## src/rtl/reduce_vector_engine_if.sv

```systemverilog
// Command/result bundle between the host command decoder and the vector
// reduce engine. The decoder is the master: it drives the operands and
// the command, and receives the scalar result and status.
interface reduce_vector_engine_if #(
    parameter int BITS  = 8,
    parameter int N     = 8,
    parameter int LEN_W = 8
);
    logic                   i_en;
    logic                   i_start;
    logic [N-1:0][BITS-1:0] i_in;
    logic [LEN_W-1:0]       i_in_len;
    logic [2:0]             i_sel;
    logic                   i_signed_mode;
    logic [BITS-1:0]        o_out;
    logic                   o_done;
    logic                   o_busy;
    logic                   o_overflow;

    modport master (
        output i_en, i_start, i_in, i_in_len, i_sel, i_signed_mode,
        input  o_out, o_done, o_busy, o_overflow
    );

    modport slave (
        input  i_en, i_start, i_in, i_in_len, i_sel, i_signed_mode,
        output o_out, o_done, o_busy, o_overflow
    );
endinterface

```

## src/rtl/reduce_vector_engine.sv

```systemverilog
// Multi-lane vector reduction engine. A start snapshots the operand vector
// and command, then LANES elements per enabled cycle are folded into a
// wide accumulator with the selected operator. The scalar result (wrapped
// or saturated for the sum modes) is held with done until the next start.
module reduce_vector_engine #(
    parameter int BITS  = 8,
    parameter int N     = 8,
    parameter int LANES = 2,
    parameter int LEN_W = 8
) (
    input  logic                  clk,
    input  logic                  rst_n,
    reduce_vector_engine_if.slave bus
);

    // The accumulator carries clog2(N)+1 extra bits so an exact sum of up
    // to N elements, signed or unsigned, never wraps internally.
    localparam int CLOG_N = (N > 1) ? $clog2(N) : 1;
    localparam int ACC_W  = BITS + CLOG_N + 1;
    localparam int LEN_IW = CLOG_N;
    localparam int IDX_W  = $clog2(N + LANES) + 1;

    // Result range limits expressed in accumulator width for the overflow
    // test and the saturating clamp.
    localparam logic signed [ACC_W-1:0] LIM_SMAX =
        {{(ACC_W-BITS+1){1'b0}}, {(BITS-1){1'b1}}};
    localparam logic signed [ACC_W-1:0] LIM_SMIN =
        {{(ACC_W-BITS+1){1'b1}}, {(BITS-1){1'b0}}};
    localparam logic signed [ACC_W-1:0] LIM_UMAX =
        {{(ACC_W-BITS){1'b0}}, {BITS{1'b1}}};

    typedef enum logic [1:0] {
        S_IDLE = 2'd0,
        S_RUN  = 2'd1,
        S_DONE = 2'd2
    } state_e;

    typedef enum logic [2:0] {
        OP_SUM    = 3'b000,
        OP_MAX    = 3'b001,
        OP_MIN    = 3'b010,
        OP_AND    = 3'b011,
        OP_OR     = 3'b100,
        OP_XOR    = 3'b101,
        OP_SAT    = 3'b110,
        OP_SUMALT = 3'b111
    } op_e;

    state_e                     r_state;
    logic [N-1:0][BITS-1:0]     r_in;
    op_e                        r_sel;
    logic                       r_signed;
    logic [LEN_IW-1:0]          r_len;
    logic [IDX_W-1:0]           r_idx;
    logic signed [ACC_W-1:0]    r_acc;
    logic [BITS-1:0]            r_out;
    logic                       r_done;
    logic                       r_busy;
    logic                       r_overflow;

    logic [LEN_IW-1:0]          w_start_len;
    logic signed [ACC_W-1:0]    w_start_acc;
    logic [IDX_W-1:0]           w_len_ext;
    logic [IDX_W-1:0]           w_pos;
    logic signed [ACC_W-1:0]    w_fold_acc;
    logic                       w_last;
    logic signed [ACC_W-1:0]    w_next_acc;
    op_e                        w_fin_sel;
    logic                       w_fin_signed;
    logic                       w_is_sum;
    logic                       w_range_bad;
    logic [BITS-1:0]            w_fin_out;
    logic                       w_fin_ovf;

    // Widen an element into the accumulator domain. With every element
    // extended per signed_mode, a single signed compare serves both the
    // signed and the unsigned MIN/MAX, and logic ops stay correct in the
    // low BITS.
    function automatic logic signed [ACC_W-1:0] extend(
        input logic [BITS-1:0] v,
        input logic            s
    );
        return {{(ACC_W-BITS){s & v[BITS-1]}}, v};
    endfunction

    // One reduction step of the selected operator.
    function automatic logic signed [ACC_W-1:0] combine(
        input logic signed [ACC_W-1:0] acc,
        input logic signed [ACC_W-1:0] e,
        input op_e                     op
    );
        case (op)
            OP_MAX:  return (e > acc) ? e : acc;
            OP_MIN:  return (e < acc) ? e : acc;
            OP_AND:  return acc & e;
            OP_OR:   return acc | e;
            OP_XOR:  return acc ^ e;
            default: return acc + e;
        endcase
    endfunction

    // Clamp the requested last index to the vector capacity and seed the
    // accumulator with element 0.
    always_comb begin
        if (int'(bus.i_in_len) > N - 1) begin
            w_start_len = LEN_IW'(N - 1);
        end else begin
            w_start_len = LEN_IW'(bus.i_in_len);
        end
        w_start_acc = extend(bus.i_in[0], bus.i_signed_mode);
    end

    // Fold up to LANES consecutive elements starting at idx, skipping any
    // lane that falls past the last valid element.
    always_comb begin
        w_len_ext  = {{(IDX_W-LEN_IW){1'b0}}, r_len};
        w_fold_acc = r_acc;
        w_pos      = '0;
        for (int l = 0; l < LANES; l++) begin
            w_pos = r_idx + IDX_W'(l);
            if ((w_pos <= w_len_ext) && (w_pos < IDX_W'(N))) begin
                w_fold_acc = combine(w_fold_acc,
                                     extend(r_in[w_pos[LEN_IW-1:0]], r_signed),
                                     r_sel);
            end
        end
        w_last = (r_idx + IDX_W'(LANES)) > w_len_ext;
    end

    // Final result formatting; the same logic serves a zero-length start
    // (straight from the inputs) and the last RUN step (from the snapshot).
    always_comb begin
        if (r_state == S_RUN) begin
            w_next_acc   = w_fold_acc;
            w_fin_sel    = r_sel;
            w_fin_signed = r_signed;
        end else begin
            w_next_acc   = w_start_acc;
            w_fin_sel    = op_e'(bus.i_sel);
            w_fin_signed = bus.i_signed_mode;
        end
        w_is_sum = (w_fin_sel == OP_SUM) || (w_fin_sel == OP_SAT) ||
                   (w_fin_sel == OP_SUMALT);
        if (w_fin_signed) begin
            w_range_bad = (w_next_acc > LIM_SMAX) || (w_next_acc < LIM_SMIN);
        end else begin
            w_range_bad = (w_next_acc > LIM_UMAX);
        end
        w_fin_ovf = w_is_sum && w_range_bad;
        w_fin_out = w_next_acc[BITS-1:0];
        if ((w_fin_sel == OP_SAT) && w_range_bad) begin
            if (!w_fin_signed) begin
                w_fin_out = '1;
            end else if (w_next_acc[ACC_W-1]) begin
                w_fin_out = LIM_SMIN[BITS-1:0];
            end else begin
                w_fin_out = LIM_SMAX[BITS-1:0];
            end
        end
    end

    // Control FSM with registered status and result; en low freezes it all.
    always_ff @(posedge clk or negedge rst_n) begin
        if (!rst_n) begin
            r_state    <= S_IDLE;
            r_in       <= '0;
            r_sel      <= OP_SUM;
            r_signed   <= 1'b0;
            r_len      <= '0;
            r_idx      <= '0;
            r_acc      <= '0;
            r_out      <= '0;
            r_done     <= 1'b0;
            r_busy     <= 1'b0;
            r_overflow <= 1'b0;
        end else if (bus.i_en) begin
            case (r_state)
                S_IDLE, S_DONE: begin
                    if (bus.i_start) begin
                        r_in     <= bus.i_in;
                        r_sel    <= op_e'(bus.i_sel);
                        r_signed <= bus.i_signed_mode;
                        r_len    <= w_start_len;
                        r_acc    <= w_start_acc;
                        r_idx    <= IDX_W'(1);
                        if (w_start_len == '0) begin
                            r_state    <= S_DONE;
                            r_out      <= w_fin_out;
                            r_overflow <= w_fin_ovf;
                            r_done     <= 1'b1;
                            r_busy     <= 1'b0;
                        end else begin
                            r_state    <= S_RUN;
                            r_overflow <= 1'b0;
                            r_done     <= 1'b0;
                            r_busy     <= 1'b1;
                        end
                    end
                end
                S_RUN: begin
                    r_acc <= w_fold_acc;
                    r_idx <= r_idx + IDX_W'(LANES);
                    if (w_last) begin
                        r_state    <= S_DONE;
                        r_out      <= w_fin_out;
                        r_overflow <= w_fin_ovf;
                        r_done     <= 1'b1;
                        r_busy     <= 1'b0;
                    end
                end
                default: begin
                    r_state <= S_IDLE;
                    r_done  <= 1'b0;
                    r_busy  <= 1'b0;
                end
            endcase
        end
    end

    assign bus.o_out      = r_out;
    assign bus.o_done     = r_done;
    assign bus.o_busy     = r_busy;
    assign bus.o_overflow = r_overflow;

endmodule

```

## src/flat_wrapper.sv

```systemverilog
// flat-port wrapper written by rule: the top's interface ports become plain ports
module reduce_vector_engine_flat 
#(
    parameter int BITS  = 8,
    parameter int N     = 8,
    parameter int LANES = 2,
    parameter int LEN_W = 8
)
  (clk, rst_n, bus_i_en, bus_i_start, bus_i_in, bus_i_in_len, bus_i_sel, bus_i_signed_mode, bus_o_out, bus_o_done, bus_o_busy, bus_o_overflow);
  reduce_vector_engine_if #(.BITS(BITS), .N(N), .LEN_W(LEN_W)) bus_i ();
  input  logic clk;
  input  logic rst_n;
  input wire logic [$bits(bus_i.i_en)-1:0] bus_i_en;
  input wire logic [$bits(bus_i.i_start)-1:0] bus_i_start;
  input wire logic [$bits(bus_i.i_in)-1:0] bus_i_in;
  input wire logic [$bits(bus_i.i_in_len)-1:0] bus_i_in_len;
  input wire logic [$bits(bus_i.i_sel)-1:0] bus_i_sel;
  input wire logic [$bits(bus_i.i_signed_mode)-1:0] bus_i_signed_mode;
  output wire logic [$bits(bus_i.o_out)-1:0] bus_o_out;
  output wire logic [$bits(bus_i.o_done)-1:0] bus_o_done;
  output wire logic [$bits(bus_i.o_busy)-1:0] bus_o_busy;
  output wire logic [$bits(bus_i.o_overflow)-1:0] bus_o_overflow;
  assign bus_i.i_en = bus_i_en;
  assign bus_i.i_start = bus_i_start;
  assign bus_i.i_in = bus_i_in;
  assign bus_i.i_in_len = bus_i_in_len;
  assign bus_i.i_sel = bus_i_sel;
  assign bus_i.i_signed_mode = bus_i_signed_mode;
  assign bus_o_out = bus_i.o_out;
  assign bus_o_done = bus_i.o_done;
  assign bus_o_busy = bus_i.o_busy;
  assign bus_o_overflow = bus_i.o_overflow;
  reduce_vector_engine #(.BITS(BITS), .N(N), .LANES(LANES), .LEN_W(LEN_W)) u_core (.clk(clk), .rst_n(rst_n), .bus(bus_i));
endmodule
```

## config.mk

```make
export PLATFORM = sky130hd
export DESIGN_NAME = reduce_vector_engine_flat
export DESIGN_NICKNAME = d
export VERILOG_FILES = /design/src/rtl/reduce_vector_engine_if.sv /design/src/rtl/reduce_vector_engine.sv /design/src/flat_wrapper.sv
export SDC_FILE = /design/constraint.sdc
export NUM_CORES = 1
export LEC_CHECK = 0
export CAP_MARGIN = 0
export CORE_ASPECT_RATIO = 1.1
export CORE_MARGIN = 2
export CORE_UTILIZATION = 45
export CTS_CLUSTER_SIZE = 30
export DETAILED_ROUTE_END_ITERATION = 8
export GPL_TIMING_DRIVEN = 0
export PLACE_DENSITY = 0.68
export SYNTH_ARGS = -nofsm -noshare
export SYNTH_HDL_FRONTEND = slang
export SYNTH_SLANG_ARGS = --single-unit
```

## constraint.sdc

```tcl
create_clock -name clk -period 7.7 [get_ports clk]
set_input_delay 1.54 -clock clk [delete_from_list [all_inputs] [get_ports clk]]
set_output_delay 1.54 -clock clk [all_outputs]
set_load 0.1 [all_outputs]
```

==> results.sh, run 1 <==
export IMPL_setup_viol=0
export IMPL_cts_htree_levels=3
export IMPL_cp_slowest_stage_delay_ns=0.52
export IMPL_seq_area_frac_synth_pct=27.0
export IMPL_initial_utilization_pct=45.5
export IMPL_arrival_ns=7.83
export IMPL_place_area_um2=10500
export IMPL_first_pass_iters=5
export IMPL_slew_headroom_pct=29.7
export IMPL_coreArea_um2=20400
export IMPL_row_count=55
export IMPL_grt_max_degree=72
export IMPL_numCtsBuffers=9
export IMPL_end_kind="flip-flop"
export IMPL_hold_violations=0
export IMPL_ios=91
export IMPL_yosys_warnings=0
export IMPL_ys_seq_elements=100
export IMPL_dp_cells=1323
export IMPL_clock_path_buffers=2
export IMPL_hpwl_um=21600
export IMPL_syn_num_nets=1141
export IMPL_avgSynthCellArea_um2=9.50
export IMPL_gp_congestion=0.962
export IMPL_die_w_um=141
export IMPL_crit_top_cell="buf_4"
export IMPL_cp_required_ns=7.94
export IMPL_grt_pass1_vias=8388
export IMPL_start_kind="flip-flop"
export IMPL_final_max_slew_viol_count=0
export IMPL_drc=0
export IMPL_instances_no_fill=1356
export IMPL_drt_initial_drc_count=729
export IMPL_worst_pin_slew_ns=1.05
export IMPL_syn_inst=976
export IMPL_maxCapViolCount=0
export IMPL_yosys_area_top_type="dfrtp_1"
export IMPL_skew_ns=0.00815
export IMPL_max_freq_ghz=0.132
export IMPL_synth_main_ff_cell="dfrtp_1"
export IMPL_min_period_ns=7.60
export IMPL_yosysTopAreaCellShare_pct=27.0
export IMPL_syn_area_um2=9280
export IMPL_die_h_um=155
export IMPL_clk_pin_slew_worst_paths_ns=0.08
export IMPL_cts_tree="done"
export IMPL_detail_route_antenna_nets=0
export IMPL_clkSinkCount=100
export IMPL_n_antenna_cell=0
export IMPL_run_status="finished clean"
export IMPL_period_share_pct=98.6
export IMPL_postCtsHoldBufs=0
export IMPL_vias=8321
export IMPL_worstSetupPathType="flip-flop to flip-flop"
export IMPL_yosys_cell_types_count=90
export IMPL_synthTopCellsByArea="dfrtp_1 27%, ha_1 11%, mux2_2 9.8%, mux4_2 7.3%, o21ai_0 3.8%"
export IMPL_wl_per_cell_um=20.7
export IMPL_insertion_delay_ns=0.35
export IMPL_finalNetCount=1260
export IMPL_crit_slowest_cell="mux4_2"
export IMPL_drt_wl_total_um=28000
export IMPL_synth_edf_count=0
export IMPL_hp_class="flip-flop to flip-flop"
export IMPL_grt_ovfl_total=0
export IMPL_syn_to_final_growth_pct=21.1
export IMPL_vias_per_cell=6.14
export IMPL_cp_max_fo=10
export IMPL_antenna_found_initial=0
export IMPL_io_buffers=90
export IMPL_stdcell_area_um2=11200
export IMPL_track_usage_pct=26.1
export IMPL_dieArea_um2=21800
export IMPL_hold_worst_slack_ns=0.490
export IMPL_synthArstFlopShare_pct=100
export IMPL_grt_pass1_wl_um=44900
export IMPL_cts_root_buf="clkbuf_16"
export IMPL_drive_gt1_share_pct=21.2
## cell usage after synthesis (15+ instances only)
| cell type | count |
|---|---|
| a221o_1 | 15 |
| nor3_1 | 18 |
| clkbuf_1 | 39 |
| nand2_1 | 82 |
| mux2i_1 | 18 |
| ha_1 | 83 |
| nor2_1 | 39 |
| dfrtp_1 | 100 |
| o21ai_0 | 71 |
| a21o_1 | 30 |
| a21oi_1 | 55 |
| inv_1 | 58 |
| mux4_2 | 30 |
| mux2_2 | 81 |
## cells in the final DEF (no fill, tap or decap), types with 27 or more instances in the layout
cell,count
a21o_1,30
buf_4,27
inv_1,58
mux4_2,30
clkdlybuf4s50_1,89
clkbuf_1,33
o21ai_0,67
ha_1,78
nand2_1,81
dfrtp_1,98
nor2_1,38
mux2_2,81
a21oi_1,49
## layer usage
layer | GRT usage, % | vias to the layer above | wire length (um)
li1 | - | 3854 | -
met1 | 34.1 | 4056 | 11600
met2 | 43.9 | 338 | 13500
met3 | 2.57 | 73 | 1600
met4 | 11.9 | 0 | 1250
met5 | 0 | - | 0
## layout make-up
class / instances / area, um^2
Timing Repair Buffer: 113 / 1090
Clock inverter: 7 / 78.8
Sequential cell: 100 / 2500
Tap cell: 256 / 320
Clock buffer: 9 / 225
Buffer: 60 / 297
Fill cell: 1834 / 9140
Inverter: 59 / 221
Multi-Input combinational cell: 752 / 6490
## kinds of logic after synthesis
kind of cell	Yosys count	share of synthesized area, %
multiplexers	132	19.5
buffers and inverters	124	5.48
XOR/XNOR	19	2.00
AO/OA/AOI/OAI	290	22.2
AND/OR/NAND/NOR	226	12.2
adder cells (fa/ha/maj)	85	11.6
flip-flops	100	27.0
## timing repair
item,in CTS,in global routing
endpoints found under the hold margin,0,0
gates resized for setup,24,38
buffers inserted,10,12
setup endpoints to repair,21,12
pin swaps,5,11
## final timing paths
check | slack (ns) | to | depth (start not counted) | start
max | 0.10 | u_core.bus.o_out[3]$_DFFE_PN0P_ | 32 | u_core.r_idx[0]$_DFFE_PN0P_
min | 0.49 | u_core.bus.o_out[7]$_DFFE_PN0P_ | 2 | u_core.bus.o_out[7]$_DFFE_PN0P_
max reg2reg | 0.10 | u_core.bus.o_out[3]$_DFFE_PN0P_ | 32 | u_core.r_idx[0]$_DFFE_PN0P_
min reg2reg | 0.49 | u_core.bus.o_out[7]$_DFFE_PN0P_ | 2 | u_core.bus.o_out[7]$_DFFE_PN0P_
max in group asynchronous | 5.88 | u_core.r_idx[0]$_DFFE_PN0P_ | 2 | rst_n
min in group asynchronous | 1.11 | u_core.r_in[57]$_DFFE_PN0P_ | 1 | rst_n
## per-stage QoR
step | TNS (ns) | utilization [%] | worst slack [ns]
4_1_cts | 0 | 54.0 | 0.0121
2_1_floorplan | 0 | - | 0.199
6_report | 0 | 55.1 | 0.105
3_5_place_dp | -18.70 | 51.7 | -1.33
5_1_grt | -0.132 | 55.1 | -0.0486
3_3_place_gp | -19.29 | 51.5 | -1.36
## worst max-delay path, delay by kind of cell, from the launching register on
| kind | cells | cell delay, ns |
|---|---|---|
| compound gates | 10 | 2.06 |
| simple gates | 9 | 1.81 |
| buf+inv | 8 | 1.37 |
| mux | 3 | 1.19 |
| fa+ha+maj | 2 | 0.62 |
| flops | 1 | 0.42 |
## sequential cells by signal, indices dropped and copies added, names as in the netlist
name,flops
u_core.bus.o_out,8
u_core.bus.o_busy,1
u_core.bus.o_overflow,1
u_core.r_acc,12
u_core.r_sel,3
u_core.r_state,1
u_core.bus.o_done,1
u_core.r_idx,5
u_core.r_in,64
u_core.r_signed,1
u_core.r_len,3
Power of run 1 is not shown: default switching activity piles up to over one toggle a cycle in this logic, so the estimate is an artifact.
==> run 2, diff against run 1 <==
Settings changed: CAP_MARGIN 0 to 20.
==> results of run 2 <==
Final layout, timing and power as in run 1 (identical DEF).
Power of run 2 is left out for the same reason.
